===== src/rtl/ifmap_glb_loader.sv =====
// Walks an ifmap tile in GLB word-major order, issues one 32-bit read per word and
// pushes the returned word into the target row's ifmap FIFO one cycle later.
module ifmap_glb_loader #(
    parameter int NUM_ROWS = 32,
    parameter int DATA_W   = 32,
    parameter int ADDR_W   = 32
) (
    input  logic                clk,
    input  logic                rst,
    input  logic                start_i,
    input  logic [ADDR_W-1:0]   base_addr_i,
    input  logic [ADDR_W-1:0]   row_stride_i,
    input  logic [5:0]          active_rows_i,
    input  logic [15:0]         words_per_row_i,
    output logic                glb_rd_en_o,
    output logic [ADDR_W-1:0]   glb_addr_o,
    input  logic [DATA_W-1:0]   glb_rdata_i,
    input  logic [NUM_ROWS-1:0] ifmap_fifo_full_i,
    output logic [NUM_ROWS-1:0] push_ifmap_en_o,
    output logic [DATA_W-1:0]   push_ifmap_data_o,
    output logic                busy_o,
    output logic                done_o
);

    localparam int ROW_W = $clog2(NUM_ROWS);
    localparam logic [ADDR_W-1:0]   WORD_BYTES = ADDR_W'(4);
    localparam logic [NUM_ROWS-1:0] ROW_ONE    = NUM_ROWS'(1);

    typedef enum logic [1:0] {
        S_IDLE,
        S_LOAD,
        S_DRAIN,
        S_DONE
    } state_t;

    state_t             state_q, state_d;
    logic [5:0]         rows_q, rows_d;
    logic [15:0]        words_q, words_d;
    logic [ADDR_W-1:0]  stride_q, stride_d;
    logic [5:0]         row_q, row_d;
    logic [15:0]        word_q, word_d;
    logic [ADDR_W-1:0]  addr_q, addr_d;
    logic [ADDR_W-1:0]  col_addr_q, col_addr_d;
    logic               inflight_q, inflight_d;
    logic [ROW_W-1:0]   inflight_row_q, inflight_row_d;

    logic               last_row;
    logic               last_word;
    logic               blocked;

    always_comb begin
        // NOTE: every signal written here gets a default first, otherwise paths that
        // skip an assignment would infer latches.
        state_d           = state_q;
        rows_d            = rows_q;
        words_d           = words_q;
        stride_d          = stride_q;
        row_d             = row_q;
        word_d            = word_q;
        addr_d            = addr_q;
        col_addr_d        = col_addr_q;
        inflight_d        = 1'b0;
        inflight_row_d    = inflight_row_q;
        glb_rd_en_o       = 1'b0;
        glb_addr_o        = '0;
        push_ifmap_en_o   = '0;
        push_ifmap_data_o = '0;
        done_o            = 1'b0;
        busy_o            = (state_q != S_IDLE);

        last_row  = (row_q == rows_q - 6'd1);
        last_word = (word_q == words_q - 16'd1);
        // Same-row block keeps a single-row tile from pushing twice before full updates.
        blocked   = ifmap_fifo_full_i[row_q[ROW_W-1:0]] ||
                    (inflight_q && (inflight_row_q == row_q[ROW_W-1:0]));

        // The FIFO full check happened at issue time, so the push is unconditional.
        if (inflight_q) begin
            push_ifmap_en_o   = ROW_ONE << inflight_row_q;
            push_ifmap_data_o = glb_rdata_i;
        end

        case (state_q)
            S_IDLE: begin
                if (start_i) begin
                    rows_d     = active_rows_i;
                    words_d    = words_per_row_i;
                    stride_d   = row_stride_i;
                    row_d      = '0;
                    word_d     = '0;
                    addr_d     = base_addr_i;
                    col_addr_d = base_addr_i;
                    state_d    = (active_rows_i == 6'd0 || words_per_row_i == 16'd0)
                                 ? S_DONE : S_LOAD;
                end
            end
            S_LOAD: begin
                if (!blocked) begin
                    glb_rd_en_o    = 1'b1;
                    glb_addr_o     = addr_q;
                    inflight_d     = 1'b1;
                    inflight_row_d = row_q[ROW_W-1:0];
                    if (last_row) begin
                        row_d      = '0;
                        word_d     = word_q + 16'd1;
                        col_addr_d = col_addr_q + WORD_BYTES;
                        addr_d     = col_addr_q + WORD_BYTES;
                        if (last_word) begin
                            state_d = S_DRAIN;
                        end
                    end else begin
                        row_d  = row_q + 6'd1;
                        addr_d = addr_q + stride_q;
                    end
                end
            end
            S_DRAIN: begin
                state_d = S_DONE;
            end
            S_DONE: begin
                done_o  = 1'b1;
                state_d = S_IDLE;
            end
            default: begin
                state_d = S_IDLE;
            end
        endcase
    end

    always_ff @(posedge clk) begin
        // NOTE: sequential state uses non-blocking assignments so every register
        // samples the pre-edge values regardless of statement order.
        if (rst) begin
            state_q        <= S_IDLE;
            rows_q         <= '0;
            words_q        <= '0;
            stride_q       <= '0;
            row_q          <= '0;
            word_q         <= '0;
            addr_q         <= '0;
            col_addr_q     <= '0;
            inflight_q     <= 1'b0;
            inflight_row_q <= '0;
        end else begin
            state_q        <= state_d;
            rows_q         <= rows_d;
            words_q        <= words_d;
            stride_q       <= stride_d;
            row_q          <= row_d;
            word_q         <= word_d;
            addr_q         <= addr_d;
            col_addr_q     <= col_addr_d;
            inflight_q     <= inflight_d;
            inflight_row_q <= inflight_row_d;
        end
    end

endmodule


===== config.mk =====
export PLATFORM = sky130hd
export DESIGN_NAME = ifmap_glb_loader
export DESIGN_NICKNAME = d
export VERILOG_FILES = /design/src/rtl/ifmap_glb_loader.sv
export SDC_FILE = /design/constraint.sdc
export NUM_CORES = 1
export LEC_CHECK = 0
export BUFFER_PORTS_ARGS = -buffer_cell sky130_fd_sc_hd__buf_2
export CAP_MARGIN = 25
export CORE_MARGIN = 2
export CORE_UTILIZATION = 50
export CTS_CLUSTER_DIAMETER = 80
export DETAILED_ROUTE_END_ITERATION = 10
export GPL_TIMING_DRIVEN = 0
export PLACE_DENSITY = 0.79
export SLEW_MARGIN = 40
export SYNTH_ARGS = -nofsm -noshare
export SYNTH_HDL_FRONTEND = slang
export SYNTH_SLANG_ARGS = --single-unit

===== constraint.sdc =====
create_clock -name clk -period 3.1 [get_ports clk]
set_input_delay 0.62 -clock clk [delete_from_list [all_inputs] [get_ports clk]]
set_output_delay 0.62 -clock clk [all_outputs]
set_load 0.005 [all_outputs]

==> key figures <==
Outcome
  • Status: finished, violations left
  • Failing checks: setup timing

Power and ir drop
  • P_sw: 0.00523 W
  • Internal power: 0.00652 W
  • Sequential Power Share: 0.243
  • Lkg Pwr: a little over 6 nW
  • Worst VDD drop: ~0.52 mV
  • Pwr Density: roughly 840 nW/µm²
  • Switch share: 0.445
  • Clock Power Share: 0.193
  • Combinational power share: 0.564

Floorplanning
  • Width of the die: between 100 and 150 µm
  • Die Span Y: between 100 and 150 µm
  • IO Pins: ~250
  • Core Area: 20200 µm²
  • # rows: 52
  • Die ar.: 21700 µm²
  • Initial cell density of the core: 0.509

Logic synthesis
  • Post-synth EDFFs: 0
  • Yosys reg bits: 148
  • Synth warnings: 0
  • Average size of a mapped cell: around 7.5 µm²
  • Mapped Nets: 1570
  • Distinct cells, synth: 75
  • Post-synth top flop: dfxtp_1
  • Sequential-to-total area share from yosys stat: 0.289
  • Synthesized area: ~10000 µm²
  • Instance count of the mapped netlist: ~1400
  • Async S/R FF share, synth: 0

Clocking
  • Hold Buf Count CTS: 0
  • Worst-Skew Late Latency: ~0.44 ns
  • Clock buffer count from CTS: 17
  • Clock Sink Count: ~150
  • CTS Root Cell: clkbuf_16
  • Number of H-tree levels: 4
  • Clock transition at path regs: ~0.070 ns
  • CTS max path bufs: 2
  • CTS tree: done

Worst hold path
  • WHS Endpoint: stride_q[7]
  • Worst Min Path Start: row_stride_i[7]
  • Hold WC Path Type: in2reg
  • WHS Path Cells: 3

Placed design
  • RePlAce Congestion: roughly 0.96
  • Placed Area: about 12000 µm²
  • Number of port buffers: 250
  • HPWL after detailed placement: 27200 µm

Drt
  • DRT iter0 DRCs: between 1000 and 1500
  • DRT Pass-1 Iters: 8
  • Via Count: ~12000
  • DR WL/cell: 20.6 µm
  • Post-route ant nets: 0
  • Detailed-route DRC error count: 0
  • Routed WL: 40900 µm
  • Vias per cell: 6.11

Global routing
  • Initial antenna violation count: 0
  • GRT Util Overall: 0.331
  • Global-route wire length before repair: about 56000 µm
  • Total gr overflow: 0
  • Vias in the first global route: 10624
  • Largest net degree at the start of global routing: 17

Finish
  • Ant diodes: 0
  • Core Util, Final: 0.692
  • Layout Area Growth over Synthesis: 36.0%
  • Layout fillers: 1613
  • Layout Nets: ~1900
  • Layout cell share with drive strength beyond 1: 0.288
  • Area of the multi-input gates: roughly 7300 µm²
  • FF+latch area: 2970 µm²
  • Post-route cell area: between 10000 and 15000 µm²
  • Commonest non-fill, non-tap cells in the layout: buf_2, nand2_1, dfxtp_1
  • Most common cell after layout, fill and taps aside: buf_2

Worst setup path
  • Critical Path Fanout Max: 7
  • Cell mode on critical path: buf_12
  • Worst path slowest cell: mux4_2
  • Crit start category: register
  • Critical R2R Capture: addr_q[31]
  • R2R setup slack: -0.46 ns
  • Crit end category: output pin
  • Largest stage delay on the critical path: approximately 0.5 ns
  • Critical path class: reg2out
  • R2R depth: 13
  • R2R Path Start: row_q[0]
  • Cell Chain, Critical Path: buf_12 > mux4_2 > mux2_4 > a222oi_1 > and4_2 > buf_12 > clkbuf_16 > and2_4 > buf_6
  • Worst endpoint required time: around 2.5 ns
  • Crit path DAT: 2.95 ns

Timing
  • Rel. slew slack: 0.275
  • Setup WS post-layout: -0.467 ns
  • Final min period: ~3.6 ns
  • Fmax: 0.280 GHz
  • # setup viols final: approximately 110
  • RSZ-0062 raised after global routing: yes
  • Max Slew Vio Count: 0
  • Fin. Hold Viols: 0
  • Slew @ Worst Pin: approximately 1.1 ns
  • TNS Setup: -31.76 ns
  • Clk_skew: 0.0158 ns
  • Tcrit/Tclk final: 1.15

Job
  • Max-cap violations: 0
worst max-delay path by stage:
stage	from	to	slack [ns]	cells after the start
2_1_floorplan	ifmap_fifo_full_i[23]	glb_addr_o[22]	0.04	7
3_3_place_gp	ifmap_fifo_full_i[23]	glb_addr_o[9]	-0.57	9
3_5_place_dp	ifmap_fifo_full_i[23]	glb_addr_o[9]	-0.54	9
4_1_cts	row_q[0]	glb_addr_o[9]	-0.44	9
5_1_grt	row_q[0]	glb_addr_o[11]	-0.53	9
6_report	row_q[0]	glb_addr_o[10]	-0.47	9
sequential cells by signal, indices dropped and copies added, names as in the netlist:
register / count
addr_q: 32
col_addr_q: 32
stride_q: 32
word_q: 16
words_q: 16
row_q: 6
rows_q: 6
inflight_row_q: 5
state_q: 2
inflight_q: 1
through the flow:
stage	setup slack (ns)	total power, W	instances	hold slack, ns
5_1_grt	-0.526	0.0123	1983	0.418
6_report	-0.467	0.0118	1983	0.411
3_3_place_gp	-0.571	0.00746	1895	0.444
3_5_place_dp	-0.540	0.00754	1895	0.449
4_1_cts	-0.437	0.0101	1939	0.409
2_1_floorplan	0.0395	0.00604	1375	0.431
what timing repair did:
item,CTS,global route
setup endpoints to repair,113,118
setup buffers,12,39
pin swaps,4,40
gates resized for setup,67,178
gates cloned,0,10
synth_stat cells (5+ instances only):
master	n	area, µm²
nand2_1	212	796
dfxtp_1	148	2960
nor2_1	143	537
a21oi_1	132	661
and2_1	74	463
clkbuf_1	68	255
o21ai_0	47	235
xor2_1	47	412
xnor2_1	46	403
nor3_1	44	220
ha_1	41	513
a211oi_1	32	240
nand3_1	32	160
inv_1	22	82.6
nor2b_1	21	131
nand4_1	19	119
a21o_1	16	120
nor4_1	16	100
a31oi_1	15	93.8
nand2b_1	13	81.3
mux2i_1	11	110
buf_2	10	50.1
a311oi_1	9	78.8
and3_1	9	56.3
mux4_2	8	180
o211ai_1	8	60.1
o22ai_1	8	50.1
buf_1	7	26.3
o31ai_1	7	52.6
or4_1	7	52.6
and4_1	6	52.6
o21a_1	6	45.0
or3_1	6	37.5
mux2_2	5	56.3
cell type report:
type,instances,share of cell area
plain buffers,89,0.0460
clock buffers,20,0.0320
clock inverters,12,0.0128
inverters,23,0.00619
multi-input cells,1113,0.526
flip-flops and latches,148,0.213
well taps,270,0.0242
repair buffers,308,0.140
power by group through the flow:
stage | combinational, W | clock, W | sequential (W)
2_1_floorplan | 0.00334 | 0 | 0.00270
3_3_place_gp | 0.00464 | 0 | 0.00282
3_5_place_dp | 0.00471 | 0 | 0.00283
4_1_cts | 0.00506 | 0.00225 | 0.00281
5_1_grt | 0.00700 | 0.00235 | 0.00291
6_report | 0.00663 | 0.00227 | 0.00286
critical path: cells and delay by family, from the launching register on:
kind	cells	cell delay, ns
muxes	2	0.81
buffers and inverters	4	0.56
and+or+nand+nor	2	0.47
DFF	1	0.38
AOI/OAI and AO/OA	1	0.29
logic make-up after synthesis:
logic type | synth area share
adders and majority gates | 0.0520
buffers and inverters | 0.0462
muxes | 0.0338
AOI/OAI and AO/OA | 0.207
DFF | 0.289
xor gates and xnor gates | 0.0794
and+or+nand+nor | 0.292
metal layers:
metal,vias to the layer above,wire length (µm),GRT usage
li1,5506,-,-
met1,5565,15000,0.411
met2,847,18800,0.566
met3,207,4420,0.0528
met4,0,2680,0.151
met5,-,0,0
Power figures use the tool's default switching activity.
